`config.mk`:
```
export PLATFORM = sky130hd
export DESIGN_NAME = icmp_reply_framer
export DESIGN_NICKNAME = d
export VERILOG_FILES = /design/src/rtl/eth_pkg.sv /design/src/rtl/ipv4_hdr_csum.sv /design/src/rtl/icmp_reply_framer.sv
export SDC_FILE = /design/constraint.sdc
export NUM_CORES = 1
export LEC_CHECK = 0
export CAP_MARGIN = 25
export CORE_MARGIN = 2
export CORE_UTILIZATION = 60
export DETAILED_ROUTE_END_ITERATION = 8
export PLACE_DENSITY = 0.86
export REMOVE_ABC_BUFFERS = 1
export SLEW_MARGIN = 0
export SYNTH_ARGS = -nofsm -noshare
export SYNTH_HDL_FRONTEND = slang
export SYNTH_HIERARCHICAL = 1
export SYNTH_SLANG_ARGS = --single-unit
```
`constraint.sdc`:
```
create_clock -name clk -period 26.7 [get_ports clk]
set_input_delay 4.005 -clock clk [delete_from_list [all_inputs] [get_ports clk]]
set_output_delay 4.005 -clock clk [all_outputs]
set_load 0.005 [all_outputs]
```
`src/rtl/eth_pkg.sv`:
```
// Shared IPv4 constants, framer state encoding and the 16-bit ones' complement fold
// used by the ICMP/UDP transmit framers.
package eth_pkg;

    localparam logic [7:0]  IP_VER_IHL     = 8'h45;
    localparam logic [7:0]  IP_TOS         = 8'h00;
    localparam logic [15:0] IP_FLAGS_FRAG  = 16'h4000;
    localparam logic [7:0]  IP_PROTO_ICMP  = 8'h01;
    localparam logic [15:0] IPV4_HDR_BYTES = 16'd20;

    typedef enum logic [2:0] {
        StIdle,
        StCsum,
        StFold,
        StHdr,
        StPay,
        StDone
    } framer_state_e;

    // Two end-around-carry steps suffice: a 20-bit sum folds to at most 17 bits once.
    function automatic logic [15:0] ones_fold16(input logic [19:0] sum);
        logic [16:0] s1;
        s1 = {1'b0, sum[15:0]} + {13'b0, sum[19:16]};
        return s1[15:0] + {15'b0, s1[16]};
    endfunction

endpackage

```
`src/rtl/ipv4_hdr_csum.sv`:
```
// Combinational 20-bit sum of the nine non-checksum halfwords of an option-less IPv4
// header (DF set, fragment offset 0, protocol ICMP).
module ipv4_hdr_csum
    import eth_pkg::*;
#(
    parameter logic [7:0] Ttl = 8'd64
) (
    input  logic [15:0] total_len_i,
    input  logic [15:0] ident_i,
    input  logic [31:0] src_ip_i,
    input  logic [31:0] dst_ip_i,
    output logic [19:0] sum_o
);

    assign sum_o = 20'({IP_VER_IHL, IP_TOS})
                 + 20'(total_len_i)
                 + 20'(ident_i)
                 + 20'(IP_FLAGS_FRAG)
                 + 20'({Ttl, IP_PROTO_ICMP})
                 + 20'(src_ip_i[31:16])
                 + 20'(src_ip_i[15:0])
                 + 20'(dst_ip_i[31:16])
                 + 20'(dst_ip_i[15:0]);

endmodule

```
`src/rtl/icmp_reply_framer.sv`:
```
// Emits an IPv4 packet (generated header + payload pulled from the echo buffer) as a
// 32-bit valid/ready word stream.
module icmp_reply_framer
    import eth_pkg::*;
#(
    parameter logic [7:0]  TTL       = 8'd64,
    parameter int unsigned HDR_WORDS = 5
) (
    input  logic        clk,
    input  logic        rst,
    input  logic        i_go,
    input  logic [31:0] i_src_ip,
    input  logic [31:0] i_dst_ip,
    input  logic [15:0] i_ident,
    input  logic [7:0]  i_payload_size,
    input  logic [31:0] i_pl_data,
    output logic        o_pl_rd,
    output logic [31:0] o_data,
    output logic        o_valid,
    output logic        o_sop,
    output logic        o_eop,
    input  logic        i_rdy,
    output logic        o_busy,
    output logic        o_done
);

    localparam logic [2:0] LastHdr = 3'(HDR_WORDS - 1);

    framer_state_e state_q;
    logic [31:0]   src_q, dst_q, hdr_data_q, hdr_next;
    logic [15:0]   ident_q, total_len_q, csum_q;
    logic [7:0]    size_q, pay_cnt_q;
    logic [2:0]    hdr_cnt_q;
    logic [19:0]   sum_d, sum_q;
    logic          valid_q, sop_q, eop_q, busy_q, done_q;

    ipv4_hdr_csum #(
        .Ttl (TTL)
    ) u_csum (
        .total_len_i (total_len_q),
        .ident_i     (ident_q),
        .src_ip_i    (src_q),
        .dst_ip_i    (dst_q),
        .sum_o       (sum_d)
    );

    // Header word that follows the one currently presented.
    always_comb begin
        hdr_next = dst_q;
        case (hdr_cnt_q)
            3'd0:    hdr_next = {ident_q, IP_FLAGS_FRAG};
            3'd1:    hdr_next = {TTL, IP_PROTO_ICMP, csum_q};
            3'd2:    hdr_next = src_q;
            default: hdr_next = dst_q;
        endcase
    end

    always_ff @(posedge clk) begin
        if (rst) begin
            state_q   <= StIdle;
            valid_q   <= 1'b0;
            sop_q     <= 1'b0;
            eop_q     <= 1'b0;
            busy_q    <= 1'b0;
            done_q    <= 1'b0;
            hdr_cnt_q <= 3'd0;
            pay_cnt_q <= 8'd0;
        end else begin
            done_q <= 1'b0;
            case (state_q)
                StIdle: begin
                    if (i_go) begin
                        src_q       <= i_src_ip;
                        dst_q       <= i_dst_ip;
                        ident_q     <= i_ident;
                        size_q      <= i_payload_size;
                        total_len_q <= IPV4_HDR_BYTES + {6'b0, i_payload_size, 2'b00};
                        busy_q      <= 1'b1;
                        state_q     <= StCsum;
                    end
                end
                StCsum: begin
                    sum_q   <= sum_d;
                    state_q <= StFold;
                end
                StFold: begin
                    csum_q     <= ~ones_fold16(sum_q);
                    hdr_data_q <= {IP_VER_IHL, IP_TOS, total_len_q};
                    hdr_cnt_q  <= 3'd0;
                    valid_q    <= 1'b1;
                    sop_q      <= 1'b1;
                    eop_q      <= 1'b0;
                    state_q    <= StHdr;
                end
                StHdr: begin
                    if (i_rdy) begin
                        sop_q <= 1'b0;
                        if (hdr_cnt_q == LastHdr) begin
                            hdr_cnt_q <= 3'd0;
                            if (size_q != 8'd0) begin
                                pay_cnt_q <= 8'd0;
                                eop_q     <= (size_q == 8'd1);
                                state_q   <= StPay;
                            end else begin
                                valid_q <= 1'b0;
                                eop_q   <= 1'b0;
                                done_q  <= 1'b1;
                                state_q <= StDone;
                            end
                        end else begin
                            hdr_cnt_q  <= hdr_cnt_q + 3'd1;
                            hdr_data_q <= hdr_next;
                            eop_q      <= (hdr_cnt_q + 3'd1 == LastHdr) && (size_q == 8'd0);
                        end
                    end
                end
                StPay: begin
                    if (i_rdy) begin
                        if (pay_cnt_q == size_q - 8'd1) begin
                            pay_cnt_q <= 8'd0;
                            valid_q   <= 1'b0;
                            eop_q     <= 1'b0;
                            done_q    <= 1'b1;
                            state_q   <= StDone;
                        end else begin
                            pay_cnt_q <= pay_cnt_q + 8'd1;
                            eop_q     <= (pay_cnt_q + 8'd2 == size_q);
                        end
                    end
                end
                StDone: begin
                    busy_q  <= 1'b0;
                    state_q <= StIdle;
                end
                default: state_q <= StIdle;
            endcase
        end
    end

    // Payload words bypass the header register so the buffer needs no extra latency.
    assign o_data  = (state_q == StPay) ? i_pl_data : hdr_data_q;
    assign o_pl_rd = (state_q == StPay) & valid_q & i_rdy;
    assign o_valid = valid_q;
    assign o_sop   = sop_q;
    assign o_eop   = eop_q;
    assign o_busy  = busy_q;
    assign o_done  = done_q;

endmodule

```
After elaboration in Yosys (flattened, before gate mapping) --
Index checks and enable logic that the tools add are counted.
Operators by class: add/sub/neg operators 15, $mul 0, divide/modulo/power cells 0, order comparisons 0, eq/ne operators 20, shift-type cells 0, muxes and demuxes 43, bitwise gates (word level) 4, reduce and logical (&&, ||, !) cells 19
Operators by type and width (number):
- 20-bit by 16-bit adder with 20-bit output | 5
- 32-bit two-way mux | 3
- 32-bit one-hot mux with 3 select lines | 1
- 32-bit one-hot mux with 2 select lines | 1
- 20-bit by 15-bit adder with 20-bit output, second input constant | 2
- 8-bit two-way mux | 5
- 3-bit two-way mux | 7
- 1-bit two-way mux | 18
- 15-bit by 16-bit adder with 17-bit output, first input constant | 1
- 16-bit by 4-bit adder with 17-bit output | 1
- 16-bit by 1-bit adder with 16-bit output | 1
- 8-bit equality test | 2
- 2-bit != test, second input constant | 8
- 16-bit inverter | 1
- 8-bit one-hot mux with 2 select lines | 1
- 3-bit one-hot mux with 5 select lines | 1
- 3-bit equality test, second input constant | 4
- 5-bit by 10-bit adder with 11-bit output, first input constant | 1
- 5-bit AND reduction | 2
- 3-bit by 2-bit equality test with 1-bit output, second input constant | 3
- 8-bit by 1-bit adder with 8-bit output, second input constant | 1
- 8-bit by 2-bit adder with 8-bit output, second input constant | 1
- 8-bit by 1-bit equality test with 1-bit output, second input constant | 1
- 8-bit logical NOT | 1
- 17 further kinds | 29
Word-level totals: register bits after elaboration 191, bits in latches 0, bits in writable memories 0, memory bits (read-only) 0, input bits 124, output and inout port bits 38, logic and storage cells 117, memories 0

Longest topological paths before layout --
Gate-level depths: netlist of run 1.
depth in word-level cells 8, depth in mapped cells 22, depth with buffers taken out 22

Hierarchy --
The synthesis of run 1 kept the hierarchy.
Modules (own cells, without submodules):
- icmp_reply_framer | times used 1, cells an instance 727, area each 8562.0 um2, sequential area each 5335.1 um2
- ipv4_hdr_csum | times used 1, cells an instance 390, area each 3254.4 um2, sequential area each 0.0 um2

Worst setup path before layout of run 1 --
Ideal clock, no wire load.
kind input-to-reg, start point input port rst, end point register dst_q[0], enable pin, library setup time 0.671 ns, arrival time 11.024 ns, data required time 26.029 ns, slack 15.004 ns, cell stages on the path 3, path buffers 2, path through clkbuf_1 clkbuf_1 nor3_1
On the way: word-level cells in the longest chain between the ends 2
Ends and longest elaborated chain:
- start, declared | RTL line icmp_reply_framer.sv:10 | input logic rst,
- 1-bit inverter (no source line)
- 3-bit AND reduction (no source line)
- end signal, assigned | RTL line icmp_reply_framer.sv:74 | dst_q <= i_dst_ip;
- end, declared | RTL line icmp_reply_framer.sv:30 | logic [31:0] src_q, dst_q, hdr_data_q, hdr_next;
No other way between the ends. A chain may end at the register's enable or synchronous reset.

Worst setup path in the final report of run 1 --
start point input port i_rdy, end point output port o_pl_rd
On the way: word-level cells in the longest chain between the ends 1
Ends and longest elaborated chain:
- start, declared | RTL line icmp_reply_framer.sv:22 | input logic i_rdy,
- 1-bit bitwise AND | RTL line icmp_reply_framer.sv:142 | assign o_pl_rd = (state_q == StPay) & valid_q & i_rdy;
- end, declared | RTL line icmp_reply_framer.sv:17 | output logic o_pl_rd,
No other way between the ends.

==> results of run 1 <==
layout make-up:
class	count	area, um^2	share of cell area
clock buffers	21	440	0.0308
inverters	131	492	0.0344
repair buffers	172	1700	0.119
flip-flops and latches	184	5340	0.373
well taps	265	332	0.0232
multi-input cells	766	5870	0.411
clock inverters	11	124	0.00867
worst min-delay path, cell delays in order, from the launching register on:
cell     delay (ns)
dfxtp_1        0.33
a21oi_1        0.06
nor2_1         0.07
metrics by stage:
stage	util	worst slack, ns
3_3_place_gp	0.707	17.26
4_1_cts	0.736	17.24
6_report	0.737	17.23
3_5_place_dp	0.707	17.25
5_1_grt	0.737	17.11
2_1_floorplan	-	15.41
Yosys cell counts (all sizes together), types with 9 or more instances:
cell	number	share of area
edfxtp	165	0.42
nand2	151	0.048
inv	131	0.042
ha	82	0.087
nor2	67	0.021
a21oi	54	0.023
fa	50	0.085
o21ai	43	0.018
xnor2	43	0.032
clkbuf	31	0.010
a222oi	26	0.022
xor2	24	0.018
nor3	20	0.0094
dfxtp	19	0.032
a21o	16	0.010
nand3	16	0.0068
a211oi	13	0.0087
nand2b	12	0.0066
nand4	12	0.0076
buf	11	0.0058
nor2b	10	0.0053
and3	9	0.0048
layout by cell type, fill, tap and decap left out, types with 4 or more instances in the layout:
cell,n
clkdlybuf4s50_1,161
o21bai_1,4
fa_1,50
buf_4,10
nor2_1,66
conb_1,7
o21a_1,7
nor4_1,6
and3_1,9
nor2b_1,9
o21ai_0,41
a211o_1,5
ha_1,82
nand2b_1,11
xor2_1,24
xnor2_1,43
clkbuf_16,17
dfxtp_1,19
nand3_1,16
and4_1,4
edfxtp_1,165
nand4_1,11
inv_1,131
a31oi_1,7
a211oi_1,11
a221oi_1,6
a21o_1,16
a222oi_1,26
nor3_1,15
o22ai_1,7
nand2_1,150
and2_1,8
clkbuf_1,4
a21oi_1,54
or3_1,4
o211ai_1,5
state kept, by name, indices dropped and copies added (netlist names):
register     count
o_done           1
src_q           32
csum_q          16
total_len_q      9
dst_q           32
ident_q         16
hdr_cnt_q        3
state_q          3
pay_cnt_q        8
o_sop            1
hdr_data_q      32
sum_q           20
size_q           8
o_valid          1
o_busy           1
o_eop            1
where the power goes:
part / total, W / internal, W / switching (W)
clock: 0.000248 / 0.000138 / 0.000110
sequential: 0.000463 / 0.000420 / 0.0000430
combinational: 0.000930 / 0.000387 / 0.000544
final timing paths:
check | depth (start not counted) | endpoint
worst min register to register | 2 | o_sop
worst min-delay path | 2 | o_sop
worst max register to register | 19 | sum_q[18]
worst max-delay path | 3 | o_pl_rd
kinds of logic after synthesis:
kind of cell	after synthesis	share of synthesized area
other cells	1	0.000317
fa+ha+maj	132	0.172
flops	184	0.452
compound gates	223	0.134
xor+xnor	67	0.0497
simple gates	336	0.134
buf+inv	173	0.0574
mux	1	0.000847
per-layer routing:
layer  vias up  GRT usage
li1       4277          -
met1      4350      0.371
met2       407      0.489
met3        60     0.0543
met4         0      0.125
met5         -          0
==> results by group, run 1 <==
Detailed routing
  • Detailed-route wire length per cell: 18.8 um
  • DR pass1 iterations: 6
  • Wl on met1: between 10 and 15 mm
  • DRT Wirelength: 29.2 mm
  • Vias/cell: 5.87
  • Via count: 9094
  • Drt initial violations: 746
  • Top routing layer in use: met4
  • Met3 WL post-DR: 2.23 mm
  • Met2 routed WL: 14.3 mm
  • DRC: 0
  • Antenna-violating nets left: 0

Clock network
  • CTS Buffer Depth: 2
  • Clock Latency Late Sink: around 0.44 ns
  • Cts hold-fix bufs: 0
  • CTS Buf Count: 17
  • Htree depth: 4
  • CTS clock-pin slew for the worst setup and hold paths: roughly 0.07 ns
  • Post-CTS setup-driven buffer insertion count: 0
  • PostCTS Resize Cnt: 0
  • CTS tree: done
  • Clock net sink count: ~180
  • CTS root buffer: clkbuf_16

Yosys
  • Most used DFF post-synth: edfxtp_1
  • Synth async-reset ratio: 0
  • Number of enable flip-flop cells after synthesis: about 170
  • Syn. warnings: 6
  • Yosys cell types: between 70 and 80
  • Synth Instances: 1117
  • Sequential fraction of the synthesis area: 0.452
  • Seq cells post-synth: 184
  • Syn Area/Cell: 10.6 um^2
  • Synth Cell Area: 11800 um^2

Die
  • Placeable core region: 19400 um^2
  • Row count: 51
  • Initial cell density of the core: 0.609
  • I/O Pins: 162
  • Die Ht: 144 um
  • Die width: 144 um
  • Die area: 20800 um^2

Timing
  • Fin. max-slew vios: 0
  • Final setup vio count: 0
  • Slew headroom: 0.282
  • Hold Fails Final Rpt: 0
  • Hold Slack: ~0.5 ns
  • Unrepaired setup endpoints after global routing: false
  • Worst slew pin tran: 1.07 ns
  • Setup_tns: 0 ns
  • Worst clock skew: 0.00945 ns
  • Fin crit share: 0.355
  • Tmin final: 9.47 ns
  • Fmax: 106 MHz

Critical path
  • Reg2reg start: ident_q[4]
  • Crit Path Class: in2out
  • CP max stage delay: ~0.74 ns
  • Startpoint types: input port
  • CP required: 22.69 ns
  • Worst Path Buf+Inv: 2
  • Delay-heaviest family, CP: buffers and inverters
  • Slowest stage cell, crit path: clkdlybuf4s50_1
  • Crit path capture type: output pin
  • Setup crit start: i_rdy
  • Reg-to-reg setup timing slack: roughly 21 ns
  • CP Max Fanout: 14
  • Crit path cell chain: clkdlybuf4s50_1, and3_1, clkdlybuf4s50_1
  • Arr. time, crit path: 5.47 ns
  • Most frequent CP cell: clkdlybuf4s50_1

Cells and area
  • Final net count: 1528
  • Share of cells above drive strength 1: 0.0436
  • Area Growth Syn to Fin: 20.9%
  • Final instance area: between 10000 and 15000 um^2
  • Post-Layout Cell Count: 1550
  • FILL cells: 1335
  • Ant. Diodes: 0

GRT
  • First-pass GRT wire length: 45.9 mm
  • Vias in the first global route: 9096
  • Global-route total usage across every layer: 0.291
  • Total grt overflow: 0
  • Initial antenna violation count: 0
  • Largest net degree at the start of global routing: 60

Run status
  • Status: complete, no violations

Power and ir drop
  • Pwr dens: 115 nW/um^2
  • PnR Total Power: 0.00164 W
  • Max rail drop VDD: 0.0000890 V
  • Lkg Pwr: 5.73 nW

Job
  • MaxCap Viol Count: 0

Placement
  • Routability Congestion: 0.884
  • Cells after DPL: 1517
  • Placed Instance Area: around 14000 um^2
  • Post-DP HPWL: 20.7 mm
  • PortBufs: ~160

Worst hold path
  • Type of the tightest min-delay check: reg2reg
  • HP Start: o_sop
No activity file was read; power rests on OpenSTA's default activity.
==> inputs of run 2 (changes only) <==
--- a/config.mk
+++ b/config.mk
@@ -7,9 +7,9 @@
 export LEC_CHECK = 0
 export CAP_MARGIN = 25
 export CORE_MARGIN = 2
-export CORE_UTILIZATION = 60
+export CORE_UTILIZATION = 56
 export DETAILED_ROUTE_END_ITERATION = 8
-export PLACE_DENSITY = 0.86
+export PLACE_DENSITY = 0.81
 export REMOVE_ABC_BUFFERS = 1
 export SLEW_MARGIN = 0
 export SYNTH_ARGS = -nofsm -noshare
==> constraint.sdc (replaced) <==
create_clock -name clk -period 9.1 [get_ports clk]
set_input_delay 1.365 -clock clk [delete_from_list [all_inputs] [get_ports clk]]
set_output_delay 1.365 -clock clk [all_outputs]
set_load 0.005 [all_outputs]
==> run 2 against run 1 <==
Effect of this change: wire length fell by 1.4%; flip-flop and latch count did not move; largest cell class unchanged; clock power rose to 3.1 times the previous value; cell count rose by 0.77%; global-route usage fell by 2.7 points; clock skew fell by 0.00062 ns; critical path type is now reg2reg; sequential share of layout area fell by 0.19 points; utilization fell by 4.9 points; sequential power rose to 3.0 times the previous value.
==> results by group, run 2 (synthesized netlist as in run 1, its figures left out) <==
Cells and area
  • Post-Layout Cell Count: 1562
  • Area Growth Syn to Fin: 21.6%
  • Share of cells above drive strength 1: 0.0482
  • Most common cell after layout, fill and taps aside: edfxtp_1
  • Most frequent cells in the layout: edfxtp_1, clkdlybuf4s50_1, nand2_1
  • Ant. Diodes: 0
  • Top Registers: dst_q (32), hdr_data_q (32), src_q (32)
  • Final net count: 1530

Detailed routing
  • Vias/cell: just under 6
  • Via count: 9143
  • Antenna-violating nets left: 0
  • DR pass1 iterations: 5
  • DRT Wirelength: 28.8 mm
  • DRC: 0
  • Detailed-route wire length per cell: 18.4 um
  • Drt initial violations: 825

Critical path
  • Crit path cell chain: ha_1, ha_1, o21ai_0, nor2_1, o31a_1, a221o_1, a31oi_1, xor2_1, fa_1, fa_1, fa_1, inv_1, ha_1, o21a_1, o21ai_0, o21bai_1, a211oi_1, xnor2_1
  • Arr. time, crit path: 5.70 ns
  • CP max stage delay: 0.54 ns
  • Slowest stage cell, crit path: fa_1
  • Delay-heaviest family, CP: adder cells
  • CP Max Fanout: 7
  • Reg2reg start: total_len_q[3]
  • WP depth: 18
  • Crit path capture type: register
  • Setup crit start: total_len_q[3]
  • Worst Path Buf+Inv: 1
  • CP required: about 9.3 ns
  • Crit Path Class: reg2reg
  • Worst setup endpoint: sum_q[18]
  • Crit Reg-Reg Endpoint: sum_q[18]
  • Reg-to-reg setup timing slack: 3.57 ns
  • Worst-case reg-to-reg path depth: 18
  • Startpoint types: register

Clock network
  • CTS tree: done
  • Htree depth: 4
  • CTS Buffer Depth: 2
  • CTS Buf Count: 17
  • CTS root buffer: clkbuf_16
  • PostCTS Resize Cnt: 0
  • Cts hold-fix bufs: 0
  • Clock net sink count: 184
  • Post-CTS setup-driven buffer insertion count: 0
  • CTS clock-pin slew for the worst setup and hold paths: 0.07 ns
  • Clock Latency Late Sink: 0.43 ns

Placement
  • Routability Congestion: approximately 0.91
  • Post-Place Setup Slack: 3.69 ns
  • Cells after DPL: 1529
  • PortBufs: 161
  • Post-DP HPWL: roughly 20 mm

GRT
  • Total grt overflow: 0
  • Grt met2 use: 0.440
  • Largest net degree at the start of global routing: 57
  • Grt peak-use layer: met2
  • Met3 Use GR: 0.0618
  • Met1 Resource Use GR: 0.346
  • First-pass GRT wire length: 45.3 mm
  • Global-route total usage across every layer: 0.264
  • Vias in the first global route: 8825
  • Initial antenna violation count: 0

Die
  • Placeable core region: 20900 um^2
  • I/O Pins: around 160
  • Die Ht: 149 um
  • Initial cell density of the core: 0.566
  • Row count: 53
  • Die area: 22300 um^2
  • Die width: 149 um

Worst hold path
  • Type of the tightest min-delay check: reg2reg

Timing
  • Slew headroom: 0.291
  • Hold Fails Final Rpt: 0
  • Setup WS post-layout: 3.57 ns
  • Worst slew pin tran: between 1 and 1.5 ns
  • Setup_tns: 0 ns
  • Worst clock skew: 0.00883 ns
  • Unrepaired setup endpoints after global routing: false
  • Final setup vio count: 0
  • Fmax: 181 MHz
  • Tmin final: 5.53 ns
  • Fin crit share: 0.607
  • Fin. max-slew vios: 0

Power and ir drop
  • Pwr dens: 336 nW/um^2
  • Lkg Pwr: 5.78 nW
  • PnR Total Power: 0.00482 W
  • Max rail drop VDD: 0.000298 V

Run status
  • Status: complete, no violations

Job
  • MaxCap Viol Count: 0
-- run 2: worst register-to-register path, stage by stage, from the launching register on --
cell      delay, ns
edfxtp_1       0.40
ha_1           0.32
ha_1           0.36
o21ai_0        0.19
nor2_1         0.11
o31a_1         0.34
a221o_1        0.41
a31oi_1        0.24
xor2_1         0.20
fa_1           0.45
fa_1           0.47
fa_1           0.54
inv_1          0.04
ha_1           0.37
o21a_1         0.22
o21ai_0        0.15
o21bai_1       0.08
a211oi_1       0.28
xnor2_1        0.10
-- run 2: cell type report --
class                           count  area [um^2]
Tap cell                          275          344
Clock inverter                     11          145
Inverter                          131          492
Timing Repair Buffer              174         1720
Clock buffer                       21          460
Multi-Input combinational cell    766         5870
Sequential cell                   184         5340
Fill cell                        1554         6530
-- run 2: worst min path at each step --
stage | from | endpoint | slack, ns | cells past startpoint
after detailed placement | o_sop | o_sop | 0.50 | 2
after floorplan | pay_cnt_q[7] | pay_cnt_q[7] | 0.47 | 2
after CTS | pay_cnt_q[6] | pay_cnt_q[6] | 0.51 | 2
final | o_sop | o_sop | 0.50 | 2
after global routing | o_sop | o_sop | 0.53 | 2
after global placement | o_sop | o_sop | 0.47 | 2
-- run 2: where the power goes --
part / internal (W) / switching (W) / leakage [nW]
combinational: 0.00113 / 0.00156 / 3.80
sequential: 0.00123 / 0.000133 / 1.67
clock: 0.000448 / 0.000323 / 0.302
total: 0.00281 / 0.00201 / 5.78
-- run 2: per-layer routing --
| metal | part of all wire | vias to the layer above |
|---|---|---|
| met5 | 0 | - |
| met2 | 0.48 | 413 |
| met3 | 0.081 | 48 |
| met4 | 0.021 | 0 |
| met1 | 0.42 | 4409 |
| li1 | - | 4273 |
-- run 2: metrics by stage --
stage | hold WS, ns | instance area, um^2 | utilization
3_5_place_dp | 0.501 | 13800 | 0.658
4_1_cts | 0.514 | 14400 | 0.687
6_report | 0.504 | 14400 | 0.688
2_1_floorplan | 0.466 | 11700 | -
5_1_grt | 0.534 | 14400 | 0.688
3_3_place_gp | 0.473 | 13700 | 0.657
